## src/rtl/seg_scan_ctrl.sv

```systemverilog
// Time-multiplexed 7-segment scan controller: double-buffered BCD frame, one shared
// external decoder, one-hot digit enables with a dead-time window at the start of each slot.
module seg_scan_ctrl #(
    parameter int NUM_DIGITS  = 4,
    parameter int REFRESH_DIV = 1000,
    parameter int DEAD        = 2
) (
    input  logic                    clk,
    input  logic                    rst,
    input  logic                    load,
    input  logic [4*NUM_DIGITS-1:0] bcd_in,
    input  logic                    blank_lz,
    output logic [3:0]              bcd,
    input  logic [6:0]              seg,
    output logic [6:0]              seg_out,
    output logic [NUM_DIGITS-1:0]   an,
    output logic                    pending,
    output logic                    frame_start,
    output logic                    state_dbg
);

    localparam int IW = (NUM_DIGITS > 1) ? $clog2(NUM_DIGITS) : 1;
    localparam int CW = (REFRESH_DIV > 1) ? $clog2(REFRESH_DIV) : 1;
    localparam logic [IW-1:0] LAST_IDX = IW'(NUM_DIGITS - 1);
    localparam logic [CW-1:0] LAST_CNT = CW'(REFRESH_DIV - 1);

    typedef enum logic {
        BLANK = 1'b0,
        DRIVE = 1'b1
    } state_t;

    state_t                  state;
    logic [IW-1:0]           idx;
    logic [CW-1:0]           cnt;
    logic [4*NUM_DIGITS-1:0] shadow;
    logic [4*NUM_DIGITS-1:0] disp;

    logic                    slot_end;
    logic                    wrap;
    logic [CW-1:0]           next_cnt;
    logic [IW-1:0]           next_idx;
    logic [4*NUM_DIGITS-1:0] disp_next;
    logic [3:0]              next_digit;
    logic [3:0]              cur_digit;
    logic                    upper_zero;
    logic                    suppress;
    logic                    enter_drive;

    always_comb begin
        slot_end    = (cnt == LAST_CNT);
        wrap        = slot_end && (idx == LAST_IDX);
        next_cnt    = slot_end ? '0 : cnt + 1'b1;
        next_idx    = wrap ? '0 : (slot_end ? idx + 1'b1 : idx);
        // The shadow only moves into the display at the frame wrap, so a frame never tears.
        disp_next   = (wrap && pending) ? shadow : disp;
        next_digit  = disp_next[4*int'(next_idx) +: 4];
        cur_digit   = disp[4*int'(idx) +: 4];
        upper_zero  = 1'b1;
        for (int i = 0; i < NUM_DIGITS; i++) begin
            if (i >= int'(idx) && disp[4*i +: 4] != 4'd0) upper_zero = 1'b0;
        end
        suppress    = (cur_digit > 4'd9) || (blank_lz && (idx != '0) && upper_zero);
        enter_drive = (int'(next_cnt) >= DEAD);
    end

    // load is a one-cycle strobe with no backpressure: every asserted cycle is accepted
    // and the most recent value in the shadow register wins.
    always_ff @(posedge clk) begin
        if (rst) begin
            state   <= BLANK;
            idx     <= '0;
            cnt     <= '0;
            shadow  <= '0;
            disp    <= '0;
            pending <= 1'b0;
            bcd     <= 4'd0;
            seg_out <= 7'd0;
            an      <= '0;
        end else begin
            cnt  <= next_cnt;
            idx  <= next_idx;
            disp <= disp_next;
            if (load) begin
                shadow  <= bcd_in;
                pending <= 1'b1;
            end else if (wrap) begin
                pending <= 1'b0;
            end
            if (slot_end) bcd <= next_digit;
            // bcd is stable for the whole slot, so seg is settled by the first DRIVE edge.
            if (enter_drive) begin
                state   <= DRIVE;
                an      <= NUM_DIGITS'(1) << next_idx;
                seg_out <= suppress ? 7'd0 : seg;
            end else begin
                state   <= BLANK;
                an      <= '0;
                seg_out <= 7'd0;
            end
        end
    end

    assign frame_start = !rst && (idx == '0) && (cnt == '0);
    assign state_dbg   = (state == DRIVE);

endmodule
```

## config.mk

```make
export PLATFORM = sky130hd
export DESIGN_NAME = seg_scan_ctrl
export DESIGN_NICKNAME = d
export VERILOG_FILES = /design/src/rtl/seg_scan_ctrl.sv
export SDC_FILE = /design/constraint.sdc
export NUM_CORES = 1
export LEC_CHECK = 0
export CORE_UTILIZATION = 50
export DETAILED_ROUTE_END_ITERATION = 7
export PLACE_DENSITY = 0.83
export SETUP_SLACK_MARGIN = 0.3
export SYNTH_ARGS = -nofsm -noshare
export SYNTH_HDL_FRONTEND = slang
export SYNTH_SLANG_ARGS = --single-unit
```

## constraint.sdc

```tcl
create_clock -name clk -period 2.98 [get_ports clk]
set_clock_uncertainty 0.2 [all_clocks]
set_input_delay 0.298 -clock clk [delete_from_list [all_inputs] [get_ports clk]]
set_output_delay 0.298 -clock clk [all_outputs]
set_load 0.05 [all_outputs]
```

# After elaboration in Yosys (flattened, before gate mapping)
# Index checks and enable logic that the tools add are counted.
word_totals:
  inputBits: 27
  register_bits: 61
classes:
  add_sub_neg: 2
  reduce_logical: 21
  n_mux: 11
  shifts: 3
  n_eq_ne: 2
  order_cmp: 5
  bitwise_logic: 1
ops:
  columns: ["cell", "count"]
  rows:
  - ["16-bit by 5-bit variable part select with 4-bit output", 2]
  - ["16-bit 2-to-1 mux", 1]
  - ["4-bit nonzero test", 4]
  - ["10-bit by 1-bit adder with 10-bit output, second input constant", 1]
  - ["10-bit equality test, second input constant", 1]
  - ["10-bit by 2-bit greater-or-equal comparator with 1-bit output, second input constant", 1]
  - ["10-bit zero test", 1]
  - ["10-bit 2-to-1 mux", 1]
  - ["1-bit logical AND", 9]
  - ["1-bit 2-to-1 mux", 7]
  - ["1-bit by 2-bit greater-or-equal comparator with 1-bit output, first input constant", 2]
  - ["4-bit > comparator, second input constant", 1]
  - ["2-bit 2-to-1 mux", 2]
  - ["2-bit nonzero test", 2]
  - ["1-bit by 2-bit << shifter with 4-bit output, first input constant", 1]
  - ["3-bit OR reduction", 1]
  - ["2-bit by 1-bit adder with 2-bit output, second input constant", 1]
  - ["2-bit equality test, second input constant", 1]
  - ["2-bit greater-or-equal comparator, first input constant", 1]
  - ["2-bit zero test", 1]
  - ["2-bit OR reduction", 1]
  - ["1-bit zero test", 1]
  - ["1-bit logical OR", 1]
  - ["1-bit NOT", 1]

# Depth between registers and ports, before layout
logic_depth:
  word_depth: 9
  mapped_depth: 9
  depth_no_buf: 8

# Worst setup path after synthesis
# OpenSTA, ideal clock, no wires.
synth_timing:
  path_kind: "register to output"
  from: "reg idx[0]"
  to: "out frame_start"
  path_stages_with_launch: 6
  setup_slack_ns: 0.589
  path_buffers: 1
  arrival_time_ns: 1.893
  path_cell_list: "dfxtp_1 clkbuf_1 inv_1 ha_1 nand4_1 nor3_1"
synth_via:
  elab_chain_cells: 3
synth_lines:
  columns: ["element", "line", "text"]
  rows:
  - ["from (decl)", "33", "logic [IW-1:0] idx;"]
  - ["from (signal assigned)", "81", "idx <= next_idx;"]
  - ["2-bit zero test", "103", "assign frame_start = !rst && (idx == '0) && (cnt == '0);"]
  - ["1-bit logical AND (2 in series)", "103", null]
  - ["to (decl)", "18", "output logic frame_start,"]
# No other way between the ends.

# Worst setup path after layout
layout_timing:
  from: "reg cnt[0]"
  to: "reg an[2]"
layout_via:
  elab_chain_cells: 5
layout_lines:
  columns: ["element", "line", "text"]
  rows:
  - ["from (decl)", "34", "logic [CW-1:0] cnt;"]
  - ["from (signal assigned)", "80", "cnt <= next_cnt;"]
  - ["10-bit by 1-bit adder with 10-bit output / 10-bit equality test (equally long branches)", "52, 50", null]
  - ["10-bit 2-to-1 mux", "52", "next_cnt = slot_end ? '0 : cnt + 1'b1;"]
  - ["10-bit by 2-bit greater-or-equal comparator with 1-bit output", "63", "enter_drive = (int'(next_cnt) >= DEAD);"]
  - ["1-bit NOT (no line)", null, null]
  - ["2-bit OR reduction (no line)", null, null]
  - ["to (signal assigned)", "93", "an <= NUM_DIGITS'(1) << next_idx;"]
  - ["to (decl)", "16", "output logic [NUM_DIGITS-1:0] an,"]
# Several ways; a longest one is shown, not always the timed one.
# A chain may end at the register's enable or synchronous reset.

==> impl_results.md <==
- Syn Area/Cell: 9.13 um^2
- Ports: 45
- ANT cells: 0
- WL per Instance: 13.5 um
- Critical Path Max Stage Delay: 0.39 ns
- Kind of end point of the critical path: register
- Slowest CP cell: dfxtp_1
- Top cell type's share of synthesized area: 45.6%
- Post-route ant nets: 0
- Post-CTS Resized: 0
- Buffer levels on the longest clock path: 2
- DRT iter0 DRCs: 170
- Top FF cell, synth: dfxtp_1
- Leak: 1.26 nW
- Buffers added on ports: 44
- Area delta synth->final: 24.3%
- Filler cell count: 456
- DP Wirelength: 4000 um
- Syn Inst Count: 293
- Drc violations: 0
- Largest area contributor in the netlist: dfxtp_1
- Tmin final: 2.46 ns
- Die footprint: 5650 um^2
- Pwr per Cell Area: 531 nW/um^2
- Fmax: 407 MHz
- Final Hold Viols: 0
- Yosys warnings: 0
- Fin crit share: 82.5%
- Peak VDD IR: 0.383 mV
- Number of global-route vias before repair: 2014
- Total power: 0.00177 W
- Chip width: 75.2 um
- Vias post-DR: 2218
- Max-Cap Viols: 0
- RSZ-0062 raised after global routing: true
- Net Count, Synth: 325
- Overall routing resource usage: 22.5%
- Final slew viol count: 0
- Starting Density: 52.1%
- EDFF count, synth: 0
- Synth area leaders: dfxtp_1 46%, mux2i_1 9.4%, nand2_1 5.3%
- Sink Count: 61
- CP startpoint kind: register
- Die height: 75.2 um
- Final Net Count: 366
- Worst Path Max Fanout: 12
- Tightest Pin Transition: 0.949 ns
- Clock slew at reported path FFs: 0.06 ns
- DP Area: 3130 um^2
- WL final: 5510 um
- Worst Hold Class: input pin to register
- Worst hold margin: 0.238 ns
- Class of the most critical setup path: register to register
- 1st-pass router iterations: 4
- Top cells by count, synth: 61 x dfxtp_1, 38 x nand2_1, 35 x nor2_1, 25 x mux2i_1, 22 x a21oi_1
- Setup Viol. Count Final: 0
- First-pass GRT wire length: 9240 um
- Slew margin rel.: 36.6%
- Hold_buf cts: 0
- CTS Buf Count: 9
- Status: finished clean
- Post-Syn Area: 2680 um^2
- Placement Setup Slack: 0.489 ns
- Area of the multi-input gates: 1320 um^2
- Final instance area: 3330 um^2
- TritonCTS clock tree: built
- Total Neg Setup Slack: 0 ns
- Unique masters post-synth: 46
- Max H-tree Level: 3
- Worst path cell trace: ha_1 > nand3_1 > nor2_1 > a21oi_1 > or2_0 > a211oi_2 > buf_4 > and3b_1
- Gr ovfl total: 0
- Reg area: 1220 um^2
- Gp weighted congestion: 0.920
- Slack of the critical path: 0.522 ns
- Largest net degree at the start of global routing: 34
- #FFs+latches synth: 61
- Worst endpoint required time: 3.01 ns
- Async set-or-reset flop fraction in the synthesized netlist: 0%
- # rows: 26
- Vias/cell: 5.42
- Seq/Total Area, Yosys: 45.6%
- # Post-CTS Setup Buffers: 0
- Crit path DAT: 2.49 ns
- Core area: 5140 um^2
- Share of cells above drive strength 1: 10.3%
- Most common cell in the netlist: dfxtp_1
- Worst-Skew Late Latency: 0.33 ns
- Initial antenna violation count: 0
- CTS root buf: clkbuf_8
## registers in the layout, indices dropped and copies added, names as in the netlist
name and flops:
state_dbg 1, disp 16, cnt 10, seg_out 7, shadow 16, idx 2, bcd 4, pending 1
an 4
## layout by cell type, fill, tap and decap left out, types with 3 or more instances in the layout
master	synthesis	layout
nor3_1	11	11
o21ai_0	3	3
or3_1	4	4
buf_4	3	7
inv_1	7	7
xnor2_1	5	5
mux2i_1	25	25
dfxtp_1	61	61
o211ai_1	3	3
clkbuf_8	0	10
clkdlybuf4s50_1	0	42
a221oi_1	3	3
nor2_1	35	35
nand2_1	38	38
nor4b_1	8	8
nand3_1	6	6
a21oi_1	22	21
ha_1	5	5
a31oi_1	4	4
nor4_1	3	3
## worst max-delay path: cells and delay by family, from the launching register on
kind	cells	cell delay [ns]
compound gates	2	0.33
fa+ha+maj	1	0.34
buf+inv	1	0.21
flops	1	0.39
simple gates	4	0.89
## per-layer routing
metal | track usage (%) | vias up | wire length (um)
met2 | 35.4 | 60 | 2690
li1 | - | 1115 | -
met5 | 0 | - | 0
met1 | 27.7 | 1039 | 2450
met4 | 11.5 | 0 | 46
met3 | 7.10 | 4 | 316
## cells by family (layout without fill, tap and decap cells)
logic type / Yosys count / in the layout / share of synthesized area, %
and+or+nand+nor: 122 / 122 / 23.8
DFF: 61 / 61 / 45.6
AOI/OAI and AO/OA: 44 / 44 / 10.6
muxes: 27 / 27 / 10.2
buffers and inverters: 27 / 73 / 5.19
xor gates and xnor gates: 7 / 7 / 2.29
adders and majority gates: 5 / 5 / 2.34
## power by group
group / leakage [nW] / internal (W) / switching [W]
clock: 0.0964 / 0.000406 / 0.000303
sequential: 0.497 / 0.000845 / 0.0000169
combinational: 0.665 / 0.0000865 / 0.000109
total: 1.26 / 0.00134 / 0.000429
## final timing paths
path	from	end	slack (ns)	cells past startpoint
worst max-delay path	cnt[0]	an[2]	0.52	8
worst min-delay path	rst	cnt[2]	0.24	2
worst max register to register	cnt[0]	an[2]	0.52	8
worst min register to register	shadow[6]	disp[6]	0.25	2
## through the flow
| stage | std cells | utilization (%) |
|---|---|---|
| floorplan | 293 | - |
| global placement | 393 | 60.9 |
| detailed placement | 393 | 60.9 |
| CTS | 409 | 64.6 |
| global route | 409 | 64.7 |
| finish | 409 | 64.7 |
## final cells by class
class                   count  share of cell area, %
flip-flops and latches     61                   36.7
multi-input cells         205                   39.7
inverters                   7                  0.790
clock buffers              12                   4.36
repair buffers             50                   14.4
well taps                  70                   2.63
clock inverters             4                   1.43
Power figures use the tool's default switching activity.
